<file path="config.mk">
export PLATFORM = sky130hd
export DESIGN_NAME = mmu_sequencer
export DESIGN_NICKNAME = d
export VERILOG_FILES = /design/src/rtl/mmu_sequencer.sv
export SDC_FILE = /design/constraint.sdc
export NUM_CORES = 1
export LEC_CHECK = 0
export CAP_MARGIN = 20
export CORE_MARGIN = 2
export CORE_UTILIZATION = 35
export CTS_BUF_LIST = sky130_fd_sc_hd__clkbuf_16
export CTS_CLUSTER_DIAMETER = 60
export DETAILED_ROUTE_END_ITERATION = 12
export HOLD_SLACK_MARGIN = 0.06
export MAX_ROUTING_LAYER = met4
export PLACE_DENSITY = 0.58
export SYNTH_ARGS = -nofsm -noshare
export SYNTH_HDL_FRONTEND = slang
export SYNTH_SLANG_ARGS = --single-unit
</file>
<file path="constraint.sdc">
create_clock -name CLK -period 6.7 [get_ports CLK]
set_clock_uncertainty 0.2 [all_clocks]
set_input_delay 1.005 -clock CLK [delete_from_list [all_inputs] [get_ports CLK]]
set_output_delay 1.005 -clock CLK [all_outputs]
set_load 0.01 [all_outputs]
</file>
<file path="src/rtl/mmu_sequencer.sv">
// Job sequencer for the systolic MMU: clear, weight load, vector feed, drain.
// Optional PERF_CYCLES/PERF_STALLS counters are built when MMU_SEQUENCER_PERF_CNT_EN is defined.
module mmu_sequencer #(
  parameter int SA_LENGTH      = 256,
  parameter int ADDR_WIDTH     = 16,
  parameter int CNT_WIDTH      = 16,
  parameter int RESULT_LATENCY = 512
) (
  input  logic                  CLK,
  input  logic                  ASYNC_RST,
  input  logic                  START,
  input  logic [ADDR_WIDTH-1:0] WEIGHT_BASE,
  input  logic [ADDR_WIDTH-1:0] INPUT_BASE,
  input  logic [ADDR_WIDTH-1:0] ACC_BASE,
  input  logic [CNT_WIDTH-1:0]  NUM_VECS,
  input  logic                  STALL,
  output logic                  BUSY,
  output logic                  DONE,
  output logic                  MMU_EN,
  output logic                  MMU_LOAD,
  output logic                  MMU_SYNC_RST,
  output logic                  WBUF_RD_EN,
  output logic [ADDR_WIDTH-1:0] WBUF_RD_ADDR,
  output logic                  IBUF_RD_EN,
  output logic [ADDR_WIDTH-1:0] IBUF_RD_ADDR,
  output logic                  ACC_WR_EN,
  output logic [ADDR_WIDTH-1:0] ACC_WR_ADDR
`ifdef MMU_SEQUENCER_PERF_CNT_EN
  ,
  output logic [31:0]           PERF_CYCLES,
  output logic [31:0]           PERF_STALLS
`endif
);

  localparam int IW = (SA_LENGTH > 1) ? $clog2(SA_LENGTH) : 1;

  typedef enum logic [2:0] {
    S_IDLE   = 3'd0,
    S_CLEAR  = 3'd1,
    S_LOAD_W = 3'd2,
    S_FEED   = 3'd3,
    S_DRAIN  = 3'd4,
    S_FIN    = 3'd5
  } state_t;

  state_t                    state_r;
  state_t                    state_s;
  logic [ADDR_WIDTH-1:0]     wbase_r;
  logic [ADDR_WIDTH-1:0]     ibase_r;
  logic [ADDR_WIDTH-1:0]     abase_r;
  logic [CNT_WIDTH-1:0]      num_r;
  logic [IW-1:0]             i_r;
  logic [CNT_WIDTH-1:0]      k_r;
  logic [CNT_WIDTH-1:0]      w_r;
  logic                      load_r;
  logic [RESULT_LATENCY-1:0] dl_r;

  logic run_s;
  logic wbuf_en_s;
  logic ibuf_en_s;
  logic acc_en_s;
  logic last_w_s;
  logic last_k_s;
  logic drained_s;
  logic accept_s;

  // Enable qualification and strobe generation; STALL masks strobes in the same cycle
  always_comb begin
    run_s     = 1'b0;
    wbuf_en_s = 1'b0;
    ibuf_en_s = 1'b0;
    acc_en_s  = 1'b0;
    if ((state_r == S_LOAD_W) || (state_r == S_FEED) || (state_r == S_DRAIN)) begin
      run_s = ~STALL;
    end else begin
      run_s = 1'b0;
    end
    wbuf_en_s = run_s & (state_r == S_LOAD_W);
    ibuf_en_s = run_s & (state_r == S_FEED);
    acc_en_s  = run_s & dl_r[RESULT_LATENCY-1];
    last_w_s  = (i_r == IW'(SA_LENGTH - 1));
    last_k_s  = (k_r == (num_r - CNT_WIDTH'(1)));
    drained_s = (dl_r == '0) && (w_r == num_r);
    accept_s  = (state_r == S_IDLE) && START;
  end

  // Next-state logic
  always_comb begin
    state_s = state_r;
    case (state_r)
      S_IDLE: begin
        if (START) state_s = S_CLEAR;
        else       state_s = S_IDLE;
      end
      S_CLEAR: state_s = S_LOAD_W;
      S_LOAD_W: begin
        if (run_s && last_w_s) state_s = (num_r == '0) ? S_DRAIN : S_FEED;
        else                   state_s = S_LOAD_W;
      end
      S_FEED: begin
        if (run_s && last_k_s) state_s = S_DRAIN;
        else                   state_s = S_FEED;
      end
      S_DRAIN: begin
        if (run_s && drained_s) state_s = S_FIN;
        else                    state_s = S_DRAIN;
      end
      S_FIN:   state_s = S_IDLE;
      default: state_s = S_IDLE;
    endcase
  end

  // State register
  always_ff @(posedge CLK or negedge ASYNC_RST) begin
    if (!ASYNC_RST) state_r <= S_IDLE;
    else            state_r <= state_s;
  end

  // Job parameters, counters and result delay line; all frozen on stalled cycles
  always_ff @(posedge CLK or negedge ASYNC_RST) begin
    if (!ASYNC_RST) begin
      wbase_r <= '0;
      ibase_r <= '0;
      abase_r <= '0;
      num_r   <= '0;
      i_r     <= '0;
      k_r     <= '0;
      w_r     <= '0;
      load_r  <= 1'b0;
      dl_r    <= '0;
    end else if (accept_s) begin
      wbase_r <= WEIGHT_BASE;
      ibase_r <= INPUT_BASE;
      abase_r <= ACC_BASE;
      num_r   <= NUM_VECS;
      i_r     <= '0;
      k_r     <= '0;
      w_r     <= '0;
      load_r  <= 1'b0;
      dl_r    <= '0;
    end else if (run_s) begin
      load_r <= wbuf_en_s;
      dl_r   <= {dl_r[RESULT_LATENCY-2:0], ibuf_en_s};
      if (wbuf_en_s) i_r <= i_r + IW'(1);
      if (ibuf_en_s) k_r <= k_r + CNT_WIDTH'(1);
      if (acc_en_s)  w_r <= w_r + CNT_WIDTH'(1);
    end
  end

  // Output drive; addresses read as zero whenever their strobe is low
  always_comb begin
    BUSY         = (state_r != S_IDLE);
    DONE         = (state_r == S_FIN);
    MMU_EN       = run_s;
    MMU_SYNC_RST = (state_r == S_CLEAR);
    MMU_LOAD     = run_s & load_r;
    WBUF_RD_EN   = wbuf_en_s;
    IBUF_RD_EN   = ibuf_en_s;
    ACC_WR_EN    = acc_en_s;
    WBUF_RD_ADDR = wbuf_en_s ? (wbase_r + ADDR_WIDTH'(i_r)) : '0;
    IBUF_RD_ADDR = ibuf_en_s ? (ibase_r + ADDR_WIDTH'(k_r)) : '0;
    ACC_WR_ADDR  = acc_en_s  ? (abase_r + ADDR_WIDTH'(w_r)) : '0;
  end

`ifdef MMU_SEQUENCER_PERF_CNT_EN
  logic [31:0] cyc_r;
  logic [31:0] stl_r;

  // Saturating job cycle and stall counters, cleared on each accepted job
  always_ff @(posedge CLK or negedge ASYNC_RST) begin
    if (!ASYNC_RST) begin
      cyc_r <= 32'd0;
      stl_r <= 32'd0;
    end else if (accept_s) begin
      cyc_r <= 32'd0;
      stl_r <= 32'd0;
    end else begin
      if ((state_r != S_IDLE) && (cyc_r != 32'hFFFF_FFFF)) cyc_r <= cyc_r + 32'd1;
      if (STALL && (stl_r != 32'hFFFF_FFFF) &&
          ((state_r == S_LOAD_W) || (state_r == S_FEED) || (state_r == S_DRAIN)))
        stl_r <= stl_r + 32'd1;
    end
  end

  assign PERF_CYCLES = cyc_r;
  assign PERF_STALLS = stl_r;
`endif

endmodule

</file>
### Yosys cells after proc, flatten, opt, wreduce, memory -nomap -nowiden

Index checks and enable logic that the tools add are counted.

| storage, ports and cells | value |
|---|---|
| register bits after elaboration | 620 |
| word-level logic and storage cells | 71 |
| output and inout port bits | 56 |

| cells by class | value |
|---|---|
| equality and inequality tests | 8 |
| add/subtract/negate cells | 7 |
| bitwise operators | 5 |
| muxes and demuxes | 23 |
| reduce and logical (&&, ||, !) cells | 18 |

Operator list:

| cell | count |
|---|---|
| 512-bit two-way mux | 2 |
| 512-bit logical NOT | 1 |
| 16-bit two-way mux | 9 |
| 16-bit by 1-bit adder with 16-bit output (second input constant) | 2 |
| 16-bit adder | 2 |
| 16-bit equality test | 2 |
| 8-bit two-way mux | 3 |
| 16-bit by 8-bit adder with 16-bit output | 1 |
| 16-bit logical NOT | 1 |
| 16-bit by 1-bit subtractor with 16-bit output (second input constant) | 1 |
| 3-bit one-hot mux with 5 select lines | 1 |
| 3-bit two-way mux | 3 |
| 8-bit by 1-bit adder with 8-bit output (second input constant) | 1 |
| 8-bit equality test (second input constant) | 1 |
| 2-bit nonzero test | 4 |
| 3-bit by 2-bit equality test with 1-bit output (second input constant) | 2 |
| 3-bit equality test (second input constant) | 2 |
| 2-bit AND reduction | 3 |
| 1-bit logical AND | 5 |
| 1-bit two-way mux | 5 |
| 1-bit bitwise AND | 4 |
| 3-bit by 1-bit equality test with 1-bit output (second input constant) | 1 |
| 3-bit logical NOT | 1 |
| 3-bit nonzero test | 1 |
| 2 further kinds | 3 |

### Logic depth before layout (Yosys ltp)

| depth | value |
|---|---|
| depth in word-level cells | 8 |
| mapped depth | 11 |
| mapped depth without buffers | 10 |

### Worst setup path before layout

No wires, ideal clock.

| timing | value |
|---|---|
| path type | register to output |
| start | register i_r[0] |
| end | output port WBUF_RD_ADDR[8] |
| stages on the path, launching flop included | 9 |
| data required time | 5495 ps |
| setup slack | 3119 ps |
| data arrival time | 2376 ps |
| path buffers | 0 |
| cell sequence | dfrtp_1 -> ha_1 -> fa_1 -> a21o_1 -> a21oi_1 -> o21bai_1 -> a2111o_1 -> and3_1 -> nor3_1 |

| on the way | value |
|---|---|
| longest elaborated chain between the ends | 2 |

RTL lines:

| what | RTL line | RTL |
|---|---|---|
| start: declaration | 52 | `logic [IW-1:0] i_r;` |
| start signal: assignment | 144 | `if (wbuf_en_s) i_r <= i_r + IW'(1);` |
| 16-bit by 8-bit adder with 16-bit output | 160 | `WBUF_RD_ADDR = wbuf_en_s ? (wbase_r + ADDR_WIDTH'(i_r)) : '0;` |
| 16-bit two-way mux | 160 |  |
| end: declaration | 23 | `output logic [ADDR_WIDTH-1:0] WBUF_RD_ADDR,` |

No other way between the ends.

### Worst setup path after layout

| timing | value |
|---|---|
| start | register state_r[1] |
| end | output port ACC_WR_ADDR[7] |

| on the way | value |
|---|---|
| longest elaborated chain between the ends | 6 |
| elaborated cells on any way between the ends | 8 |
| classes of those cells | 3 x eq/ne; 2 x mux; 1 x bitwise; 2 x reduce/logical |

RTL lines:

| what | RTL line | RTL |
|---|---|---|
| start: declaration | 46 | `state_t state_r;` |
| start signal: assignment | 116 | `else state_r <= state_s;` |
| 3-bit by 2-bit equality test with 1-bit output | 73 | `if ((state_r == S_LOAD_W) \|\| (state_r == S_FEED) \|\| (state_r == S_DRAIN)) begin` |
| 1-bit logical OR | 73 |  |
| 1-bit logical OR (*) | 73 |  |
| 1-bit two-way mux (*) | 73 |  |
| 1-bit bitwise AND (*) | 80 | `acc_en_s = run_s & dl_r[RESULT_LATENCY-1];` |
| 16-bit two-way mux (*) | 162 | `ACC_WR_ADDR = acc_en_s ? (abase_r + ADDR_WIDTH'(w_r)) : '0;` |
| end: declaration | 27 | `output logic [ADDR_WIDTH-1:0] ACC_WR_ADDR` |

Mark *: on every way between the ends. The rest lies on a longest branch, timed or not.

==> impl_metrics.env <==
export IMPL_run_status="finished clean"
export IMPL_post_synth_xor_area_fraction=0.0299
export IMPL_synth_top_family_by_area="simple AND/OR/NAND/NOR gates"
export IMPL_cts_resized=0
export IMPL_cts_sinks=620
export IMPL_grt_first_pass_wirelength_um=113000
export IMPL_rsz0062_at_grt="no"
export IMPL_wire_per_inst_um=15.0
export IMPL_synth_cells=3272
export IMPL_synth_distinct_cells=57
export IMPL_cts_buffer_depth=3
export IMPL_grt_antenna_before_repair=2
export IMPL_number_of_nets_with_antenna_violations_after_detailed_routing=0
export IMPL_area_delta_synth_final_pct=15.5
export IMPL_highest_routed_metal_layer="met4"
export IMPL_ff2ff_path_depth=7
export IMPL_fmax_mhz=194
export IMPL_finalCriticalPeriod_ps=5160
export IMPL_post_cts_setup_buffer_count=0
export IMPL_seq_area_um2=15500
export IMPL_post_synth_and_or_nand_nor_area_fraction=0.246
export IMPL_met2_wire_length_um=30600
export IMPL_yosysWarningCount=0
export IMPL_critical_path_arrival_ps=3950
export IMPL_grt_usage=0.166
export IMPL_avgSynthCellArea_um2=8.59
export IMPL_slew_violations=0
export IMPL_clock_latency_ps=610
export IMPL_syn_area_um2=28100
export IMPL_route_layer_met1_wl_um=31700
export IMPL_synth_compound_area_frac=0.120
export IMPL_ys_seq_area_frac=0.552
export IMPL_first_global_vias=21700
export IMPL_io_pins=124
export IMPL_placeableCoreArea_um2=79300
export IMPL_share_of_synthesized_flip_flops_with_an_asynchronous_set_or_reset=1.00
export IMPL_die_height_um=287
export IMPL_synth_largest_area_cell="sky130_fd_sc_hd__dfrtp_1"
export IMPL_p_per_area_nw_per_um2=296
export IMPL_initial_utilization=0.354
export IMPL_yosys_area_share_adder=0.0208
export IMPL_hold_removal_path_class="input pin to async pin"
export IMPL_layout_nets=3400
export IMPL_grt_overflow_total=0
export IMPL_cts_reportedPaths_clkPinSlew_ps=60
export IMPL_post_route_cells_drive_above_1_share=0.0371
export IMPL_report_final_hold_viol_count=0
export IMPL_detail_route_drc_violations=0
export IMPL_postRouteWirelength_um=65900
export IMPL_crit_required_ps=5490
export IMPL_cts_htree_levels=3
export IMPL_synth_seq_cells=620
export IMPL_final_min_period_over_clock_period=0.770
export IMPL_final_total_negative_setup_slack_ps=0
export IMPL_crit_path_start_kind="flop"
export IMPL_dominantRegCellSynth="sky130_fd_sc_hd__dfrtp_1"
export IMPL_crit_path_max_fanout=81
export IMPL_worstSetupEndpointType="primary output"
export IMPL_tritoncts="yes"
export IMPL_final_setup_violation_count=0
export IMPL_post_syn_nets=3385
export IMPL_synth_area_top_cells="sky130_fd_sc_hd__dfrtp_1, sky130_fd_sc_hd__nand2_1, sky130_fd_sc_hd__a21oi_1"
export IMPL_cap_violations=0
export IMPL_cts_root_buf="sky130_fd_sc_hd__clkbuf_16"
export IMPL_dr_pass1_iterations=5
export IMPL_met3WireLength_um=2160
export IMPL_grt_start_max_net_pins=230
export IMPL_die_width_um=287
export IMPL_synth_mux_area_frac=0
export IMPL_tightest_slew_ps=1120
export IMPL_fill_cells=7908
export IMPL_cts_inserted_buffers=74
export IMPL_yosys_area_top_type_share=0.552
export IMPL_fin_util=0.409
export IMPL_numPortBuffers=123
export IMPL_floorplan_die_area_um2=82500
export IMPL_worstSetupPathType="flop to primary output"
export IMPL_routabilityCongestion=0.789
export IMPL_dpl_hpwl_um=39500
export IMPL_max_slew_margin_rel=0.252
export IMPL_synth_edf_count=0
export IMPL_vdd_drop_max_mv=0.200
export IMPL_ctsHoldBuffers=0
export IMPL_multiInputGateArea_um2=11700
export IMPL_route_vias_total=22100
export IMPL_initial_drt_markers=1854
export IMPL_total_leakage_power_uw=0.0143
export IMPL_placement_rows=103
export IMPL_vias_per_cell=5.04
[cells by family after synthesis]
group / count (synthesis)
xor+xnor: 96
flops: 620
simple gates: 1648
compound gates: 641
fa+ha+maj: 45
buf+inv: 222
[layer usage]
metal  GRT usage  vias to the layer above
met5           -                        -
met4      0.0478                        0
met3      0.0237                       87
met2       0.252                      336
met1       0.232                    10700
li1            -                    11000
[placed cells by master (no fill, tap or decap), types with 3 or more instances in the layout]
master and count:
sky130_fd_sc_hd__a2111oi_0 3, sky130_fd_sc_hd__a211oi_1 4, sky130_fd_sc_hd__a21o_1 9, sky130_fd_sc_hd__a21oi_1 548, sky130_fd_sc_hd__a31oi_1 6, sky130_fd_sc_hd__and2_1 12
sky130_fd_sc_hd__and3_1 15, sky130_fd_sc_hd__buf_12 9, sky130_fd_sc_hd__buf_4 9, sky130_fd_sc_hd__bufinv_16 5, sky130_fd_sc_hd__clkbuf_16 75, sky130_fd_sc_hd__clkdlybuf4s50_1 122
sky130_fd_sc_hd__clkinv_1 15, sky130_fd_sc_hd__clkinv_2 7, sky130_fd_sc_hd__dfrtp_1 620, sky130_fd_sc_hd__fa_1 3, sky130_fd_sc_hd__ha_1 42, sky130_fd_sc_hd__inv_1 37
sky130_fd_sc_hd__inv_6 4, sky130_fd_sc_hd__inv_8 3, sky130_fd_sc_hd__nand2_1 1252, sky130_fd_sc_hd__nand2b_1 8, sky130_fd_sc_hd__nand3_1 26, sky130_fd_sc_hd__nand4_1 47
sky130_fd_sc_hd__nor2_1 92, sky130_fd_sc_hd__nor3_1 18, sky130_fd_sc_hd__nor4_1 145, sky130_fd_sc_hd__o21a_1 4, sky130_fd_sc_hd__o21ai_0 37, sky130_fd_sc_hd__o41ai_1 3
sky130_fd_sc_hd__or3_1 16, sky130_fd_sc_hd__or4_1 3, sky130_fd_sc_hd__xnor2_1 52, sky130_fd_sc_hd__xor2_1 44
[through the flow]
step	setup slack [ps]	instances	cell area, µm²	total power [µW]	hold WS, ps
4_1_cts	1450	4391	32400	9720	253
3_3_place_gp	1430	4261	30100	5840	267
5_1_grt	1300	4393	32400	10100	293
3_5_place_dp	1480	4261	30100	5830	269
6_report	1540	4393	32400	9600	249
2_1_floorplan	3120	3272	28100	5300	252
[worst paths after layout]
kind	start	to	slack, ps
hold / removal	ASYNC_RST	dl_r[180]$_DFFE_PN0P_	250
setup reg to reg	state_r[1]$_DFF_PN0_	dl_r[42]$_DFFE_PN0P_	2830
max in group asynchronous	ASYNC_RST	dl_r[242]$_DFFE_PN0P_	4630
setup / recovery	state_r[1]$_DFF_PN0_	ACC_WR_ADDR[7]	1540
min in group CLK	ibase_r[4]$_DFFE_PN0P_	ibase_r[4]$_DFFE_PN0P_	280
hold reg to reg	ibase_r[4]$_DFFE_PN0P_	ibase_r[4]$_DFFE_PN0P_	280
[power breakdown]
group,internal (µW),total [µW],leakage (µW),switching (µW)
sequential,4000,4320,0.00854,314
clock,2230,3830,0.00119,1600
combinational,632,1450,0.00460,814
[state kept, by name (all words and copies together), names as in the netlist]
| name | flops |
|---|---|
| abase_r | 16 |
| ibase_r | 16 |
| i_r | 8 |
| num_r | 16 |
| load_r | 1 |
| w_r | 16 |
| wbase_r | 16 |
| k_r | 16 |
| dl_r | 512 |
| state_r | 3 |
[Yosys cell counts (all sizes together), types with 4 or more instances]
cell,n
a2111oi,4
a211oi,4
a21o,10
a21oi,548
a31oi,6
and2,13
and3,15
buf,9
clkbuf,193
dfrtp,620
ha,42
inv,20
nand2,1253
nand2b,8
nand3,26
nand4,47
nor2,92
nor3,18
nor4,145
o21a,4
o21ai,37
or3,16
or4,4
xnor2,52
xor2,44
[worst max-delay path, cell delays in order (launching register included)]
cell                              delay, ps
sky130_fd_sc_hd__dfrtp_1                440
sky130_fd_sc_hd__or3b_1                 470
sky130_fd_sc_hd__a21o_4                 390
sky130_fd_sc_hd__inv_8                  400
sky130_fd_sc_hd__nand2_1                440
sky130_fd_sc_hd__inv_1                  420
sky130_fd_sc_hd__nand2_1                 80
sky130_fd_sc_hd__a21oi_1                120
sky130_fd_sc_hd__clkdlybuf4s50_1        550
[final cells by class]
class / instances / area share
diodes: 2 / 0.000154
clock buffers: 75 / 0.0578
clock inverters: 55 / 0.0132
inverters: 20 / 0.00255
multi-input cells: 2430 / 0.362
flip-flops and latches: 620 / 0.478
well taps: 1050 / 0.0405
repair buffers: 141 / 0.0457
Power figures use the tool's default switching activity.
